### src/rtl/axi_slave_mem.sv
// axi_slave_mem -- simplified AXI-style byte memory slave with independent
// read and write burst engines sharing one byte-wide memory array.
//
// Ports:
//   clk, rst                     clock, asynchronous active-high reset
//   ARVALID, AR[15:0]            read request {ARADDR[15:8], ARLEN[7:4], ARID[3:0]}
//   ARREADY                      one-cycle accept pulse for the read request
//   RVALID, RREADY, RLAST        read beat handshake and last-beat flag
//   ROUT[8:0]                    {RDATA[8:1], RRESP[0]} (RRESP=1 on wrapped beats)
//   RIDLE                        read engine idle
//   AWVALID, AW[11:0]            write request {AWADDR[11:4], AWID[3:0]}
//   AWREADY                      one-cycle accept pulse for the write request
//   WVALID, WDATA[7:0], WLAST    write beat
//   WREADY                       write beats accepted while high
//   BVALID, BREADY, BRESP[4:0]   write response {BID[4:1], BERR[0]}
//   WIDLE                        write engine idle
module axi_slave_mem #(
  parameter int MEM_DEPTH = 256,
  parameter int MAX_BEATS = 16
) (
  input  logic        clk,
  input  logic        rst,
  input  logic        ARVALID,
  input  logic [15:0] AR,
  output logic        ARREADY,
  output logic        RVALID,
  input  logic        RREADY,
  output logic [8:0]  ROUT,
  output logic        RLAST,
  output logic        RIDLE,
  input  logic        AWVALID,
  input  logic [11:0] AW,
  output logic        AWREADY,
  input  logic        WVALID,
  input  logic [7:0]  WDATA,
  input  logic        WLAST,
  output logic        WREADY,
  output logic        BVALID,
  input  logic        BREADY,
  output logic [4:0]  BRESP,
  output logic        WIDLE
);

  localparam int CNT_W = $clog2(MAX_BEATS + 1);
  localparam logic [CNT_W-1:0] MAX_CNT = CNT_W'(MAX_BEATS);

  typedef enum logic [1:0] {R_IDLE, R_ACCEPT, R_DATA} r_state_t;
  typedef enum logic [1:0] {W_IDLE, W_ACCEPT, W_DATA, W_RESP} w_state_t;

  logic [7:0] r_mem [MEM_DEPTH];

  // ---------------- read engine ----------------
  r_state_t   r_rstate, w_rstate_next;
  logic [7:0] r_raddr;
  logic [3:0] r_rlen;
  logic [3:0] r_rid;
  logic [3:0] r_beat;
  logic       r_rwrap;   // sticky: burst address has passed 0xFF -> 0x00
  logic       w_rlast;

  assign w_rlast = (r_beat == r_rlen);

  // The R channel carries no ID field, so the captured read ID is not driven out.
  logic w_unused;
  assign w_unused = ^r_rid;

  always_ff @(posedge clk or posedge rst) begin
    if (rst) r_rstate <= R_IDLE;
    else     r_rstate <= w_rstate_next;
  end

  // NOTE: every combinational output gets a default before the case so no latch is inferred.
  always_comb begin
    w_rstate_next = r_rstate;
    ARREADY       = 1'b0;
    RVALID        = 1'b0;
    RLAST         = 1'b0;
    ROUT          = 9'd0;
    RIDLE         = 1'b0;
    case (r_rstate)
      R_IDLE: begin
        RIDLE = 1'b1;
        if (ARVALID) w_rstate_next = R_ACCEPT;
      end
      R_ACCEPT: begin
        ARREADY       = 1'b1;
        w_rstate_next = R_DATA;
      end
      R_DATA: begin
        RVALID = 1'b1;
        RLAST  = w_rlast;
        // Asynchronous array read: a write committing this edge shows up next cycle.
        ROUT   = {r_mem[r_raddr], r_rwrap};
        if (RREADY && w_rlast) w_rstate_next = R_IDLE;
      end
      default: w_rstate_next = R_IDLE;
    endcase
  end

  // NOTE: sequential state uses non-blocking assignments only.
  always_ff @(posedge clk or posedge rst) begin
    if (rst) begin
      r_raddr <= 8'd0;
      r_rlen  <= 4'd0;
      r_rid   <= 4'd0;
      r_beat  <= 4'd0;
      r_rwrap <= 1'b0;
    end else begin
      case (r_rstate)
        R_IDLE: if (ARVALID) begin
          r_raddr <= AR[15:8];
          r_rlen  <= AR[7:4];
          r_rid   <= AR[3:0];
        end
        R_ACCEPT: begin
          r_beat  <= 4'd0;
          r_rwrap <= 1'b0;
        end
        R_DATA: if (RREADY && !w_rlast) begin
          r_raddr <= r_raddr + 8'd1;
          r_beat  <= r_beat + 4'd1;
          if (r_raddr == 8'hFF) r_rwrap <= 1'b1;
        end
        default: ;
      endcase
    end
  end

  // ---------------- write engine ----------------
  w_state_t         r_wstate, w_wstate_next;
  logic [7:0]       r_waddr;
  logic [3:0]       r_wid;
  logic [CNT_W-1:0] r_wcnt;    // beats written so far, saturates at MAX_BEATS
  logic             r_werr;
  logic             w_wfire;
  logic             w_wen;

  assign w_wfire = (r_wstate == W_DATA) && WVALID;
  assign w_wen   = w_wfire && (r_wcnt < MAX_CNT);

  always_ff @(posedge clk or posedge rst) begin
    if (rst) r_wstate <= W_IDLE;
    else     r_wstate <= w_wstate_next;
  end

  always_comb begin
    w_wstate_next = r_wstate;
    AWREADY       = 1'b0;
    WREADY        = 1'b0;
    BVALID        = 1'b0;
    BRESP         = 5'd0;
    WIDLE         = 1'b0;
    case (r_wstate)
      W_IDLE: begin
        WIDLE = 1'b1;
        if (AWVALID) w_wstate_next = W_ACCEPT;
      end
      W_ACCEPT: begin
        AWREADY       = 1'b1;
        w_wstate_next = W_DATA;
      end
      W_DATA: begin
        WREADY = 1'b1;
        if (WVALID && WLAST) w_wstate_next = W_RESP;
      end
      W_RESP: begin
        BVALID = 1'b1;
        BRESP  = {r_wid, r_werr};
        if (BREADY) w_wstate_next = W_IDLE;
      end
      default: w_wstate_next = W_IDLE;
    endcase
  end

  always_ff @(posedge clk or posedge rst) begin
    if (rst) begin
      r_waddr <= 8'd0;
      r_wid   <= 4'd0;
      r_wcnt  <= '0;
      r_werr  <= 1'b0;
    end else begin
      case (r_wstate)
        W_IDLE: if (AWVALID) begin
          r_waddr <= AW[11:4];
          r_wid   <= AW[3:0];
        end
        W_ACCEPT: begin
          r_wcnt <= '0;
          r_werr <= 1'b0;
        end
        W_DATA: if (w_wfire) begin
          r_waddr <= r_waddr + 8'd1;
          if (w_wen) r_wcnt <= r_wcnt + 1'b1;
          else       r_werr <= 1'b1;
          // A further beat after 0xFF lands on 0x00: flag the wrap.
          if (r_waddr == 8'hFF && !WLAST) r_werr <= 1'b1;
        end
        W_RESP: if (BREADY) r_werr <= 1'b0;
        default: ;
      endcase
    end
  end

  // NOTE: the memory array has no reset; contents survive rst, and w_wen is
  // already forced low during rst because the write FSM resets to W_IDLE.
  always_ff @(posedge clk) begin
    if (w_wen) r_mem[r_waddr] <= WDATA;
  end

endmodule

### config.mk
export PLATFORM = sky130hd
export DESIGN_NAME = axi_slave_mem
export DESIGN_NICKNAME = d
export VERILOG_FILES = /design/src/rtl/axi_slave_mem.sv
export SDC_FILE = /design/constraint.sdc
export NUM_CORES = 2
export LEC_CHECK = 0
export ABC_AREA = 1
export CAP_MARGIN = 20
export CORE_AREA = 2 2 335 469
export DETAILED_ROUTE_END_ITERATION = 8
export DIE_AREA = 0 0 337 471
export PLACE_DENSITY = 0.75
export SKIP_LAST_GASP = 1
export SYNTH_ARGS = -nofsm -noshare
export SYNTH_HDL_FRONTEND = slang
export SYNTH_SLANG_ARGS = --single-unit
### constraint.sdc
create_clock -name clk -period 2.7 [get_ports clk]
set_input_delay 0.405 -clock clk [delete_from_list [all_inputs] [get_ports clk]]
set_output_delay 0.405 -clock clk [all_outputs]
set_load 0.01 [all_outputs]
==> flow_summary.ini <==
[critical_path]
crit_path_cell_trace = buf_12, clkinv_16, buf_16, buf_12, buf_16, buf_4, nand2_1, nand3_2, nand3_2, nand3_2, nand2_2, nand2_2, nand2_2, inv_1, nand2_2, nand2_1, nand2_1, inv_2, a21oi_4, buf_2
cp_top_family = buffers and inverters
worstPathArrival_ns = 3.53
regToRegSetupSlack_ns = 0.30
slowest_delay_ns = 0.44
crit_buf_inv = 9
end_kind = output port
r2r_end = r_mem[121][3]
timing.rr.start = r_wstate[0]
crit_path_start_kind = register
cpMostUsedCell = nand2_2
crit_path_start = r_raddr[0]
worstSetupPathDepth = 20
critical_path_class = register to output port
crit_required_ns = 2.30
cp_max_fo = 8
rr_worst_depth = 11
endpoint = ROUT[3]
cpMaxStageDelayCell = dfrtp_4

[synth]
yosysSeqAreaShare = 0.713
synth_compound_area_frac = 0.00817
synth_seq_cells = 2087
syn_area_um2 = 87600
syn_nets = 8078
synth-xor-area-share = 0.000700
syn_avg_cell_area_um2 = 10.9
synth_edf_count = 2048
yosys_warnings = 0
synth_ff_type = edfxtp_1
synthMuxAreaShare = 0.000514
ys_types = 35
synth_async_sr_flop_share = 0.0187
synth_fa_ha_area_frac = 0.00157
synth_top_family_by_area = simple AND/OR/NAND/NOR gates
syn_inst = 8023
synthSimpleGateAreaFrac = 0.228

[floorplan]
fp-row-count = 171
start_util = 0.567
ios = 66
die_w_um = 337
dieArea_um2 = 159000
core_um2 = 155000
die_h_um = 471

[cells_and_area]
drive_gt1_frac = 0.168
layout_commonest_cell = nand2_1
num-nets-final = 8672
final_cell_mix = nand2_1 (2,673), edfxtp_1 (2,048), nand3_1 (1,343)
area.growth.synth_to_final_pct = 20.9

[clock_network]
clock_latency_ns = 0.83
cts_root_buffer = clkbuf_16
cts.clk_slew.worst_paths_ns = 0.06
cts_max_level = 4
cts_sinks = 2087
ctsLongestPathBuffers = 3
cts_tree = yes
cts_buffers = 179

[sta]
drv_slew = 0
finalCritPeriodShare = 1.46
setup_viol = 8
clock_skew_ns = 0.0385
min_period_ns = 3.94
relSlewSlack = 0.487
rsz0062_at_grt = yes
fmax_ghz = 0.254
fin_tns_setup_ns = -9.43
fin_ws_ns = -1.24
hold_viol = 0
worstMarginPinSlew_ns = 0.769

[run_status]
failed_checks = negative setup slack
status = finished with violations

[grt]
grt_overflow = 0
grt_max_degree = 103
grt_pass1_wl_mm = 384
antenna_found_initial = 5
grt_pass1_vias = 63233
grt_util_all_layers = 0.324

[detailed_routing]
ant_nets = 0
vias_per_cell = 6.00
met1Wirelength_mm = 87.8
vias = 65064
dr_wl_met3_mm = 28.6
drc_errors = 0
drtIter0Drc = 9233
met2WireLength_mm = 128
dr.pass1.iters = 6
routed_wl_mm = 262
wl_per_cell_um = 24.2
routed.top_layer = met5

[worst_hold_path]
worstHoldStart = WDATA[7]
min_path_type = input port to register

[pwr]
vdd_drop_max_mv = 0.867
power.density_nw_per_um2 = 1040
power.leakage_nw = 41.5

[place]
pre_cts_slack_ns = -1.26
dp_hpwl_mm = 151
portBuffers = 61
gp_congestion = 0.925

[job]
cap_violations = 0
## metrics by stage
stage	area, um2	total power [W]	hold WS (ns)	util	instances
detailed placement	95800	0.0748	0.490	0.619	10395
floorplan	87600	0.0585	0.453	-	8023
global placement	95800	0.0741	0.473	0.619	10395
CTS	105000	0.107	0.00444	0.677	10816
global route	106000	0.113	0.0423	0.685	10847
finish	106000	0.110	0.0563	0.685	10852
## sequential cells by signal (all words and copies together), names as in the netlist
signal,cells
r_beat,4
r_rstate,2
r_wcnt,5
r_mem,2048
r_raddr,8
r_wstate,2
r_rwrap,1
r_wid,4
r_rlen,4
r_waddr,8
r_werr,1
## routing by layer
metal / vias up / GRT usage
li1: 28412 / -
met1: 31102 / 0.396
met2: 4565 / 0.533
met3: 981 / 0.0626
met4: 4 / 0.199
met5: - / 0
## worst register-to-register path, delay by kind of cell, from the launching register on
family | cells | cell delay [ns]
adder cells (fa/ha/maj) | 1 | 0.17
buffers and inverters | 5 | 0.85
AND/OR/NAND/NOR | 5 | 0.67
flip-flops | 1 | 0.44
## Yosys cell counts (11+ instances only)
library cell / instances / area share
clkbuf_1: 150 / 0.0064
nand3_1: 1556 / 0.089
buf_1: 72 / 0.0031
nand2_1: 2768 / 0.12
buf_6: 13 / 0.0017
buf_2: 208 / 0.012
nor2_1: 457 / 0.020
edfxtp_1: 2048 / 0.70
a21oi_1: 35 / 0.0020
buf_4: 38 / 0.0033
dfrtp_1: 39 / 0.011
ha_1: 11 / 0.0016
inv_1: 492 / 0.021
o21ai_0: 86 / 0.0049
## worst min path at each step
stage | to | cells after the start | slack [ns]
3_3_place_gp | r_werr | 2 | 0.47
5_1_grt | r_mem[121][7] | 1 | 0.04
3_5_place_dp | r_werr | 2 | 0.49
4_1_cts | r_mem[121][7] | 1 | 0.004
2_1_floorplan | r_werr | 2 | 0.45
6_report | r_mem[77][7] | 1 | 0.06
## cells by family after synthesis
group	count (synthesis)
and+or+nand+nor	4794
DFF	2087
buffers and inverters	984
AOI/OAI and AO/OA	136
adders and majority gates	11
xor gates and xnor gates	7
muxes	4
## repair_timing
action | in CTS | in global routing
hold buffers | 4 | 0
gates cloned | 37 | 11
gates resized for setup | 377 | 192
endpoints found under the setup margin | 16 | 11
setup buffers | 53 | 26
pin swaps | 85 | 103
endpoints found under the hold margin | 53 | 0
## where the power goes
part	internal, W	switching (W)
clock	0.0146	0.0118
sequential	0.0360	0.000326
combinational	0.0173	0.0298
## cell type report
| cell class | instances | area, um2 |
|---|---|---|
| repair buffers | 894 | 10300 |
| repair inverters | 2 | 36.3 |
| diodes | 6 | 15.0 |
| fillers | 10024 | 48700 |
| clock buffers | 221 | 4710 |
| inverters | 501 | 1940 |
| well taps | 2076 | 2600 |
| multi-input cells | 4952 | 22600 |
| flip-flops and latches | 2087 | 62500 |
| clock inverters | 113 | 1260 |
No activity file was read; power rests on OpenSTA's default activity.
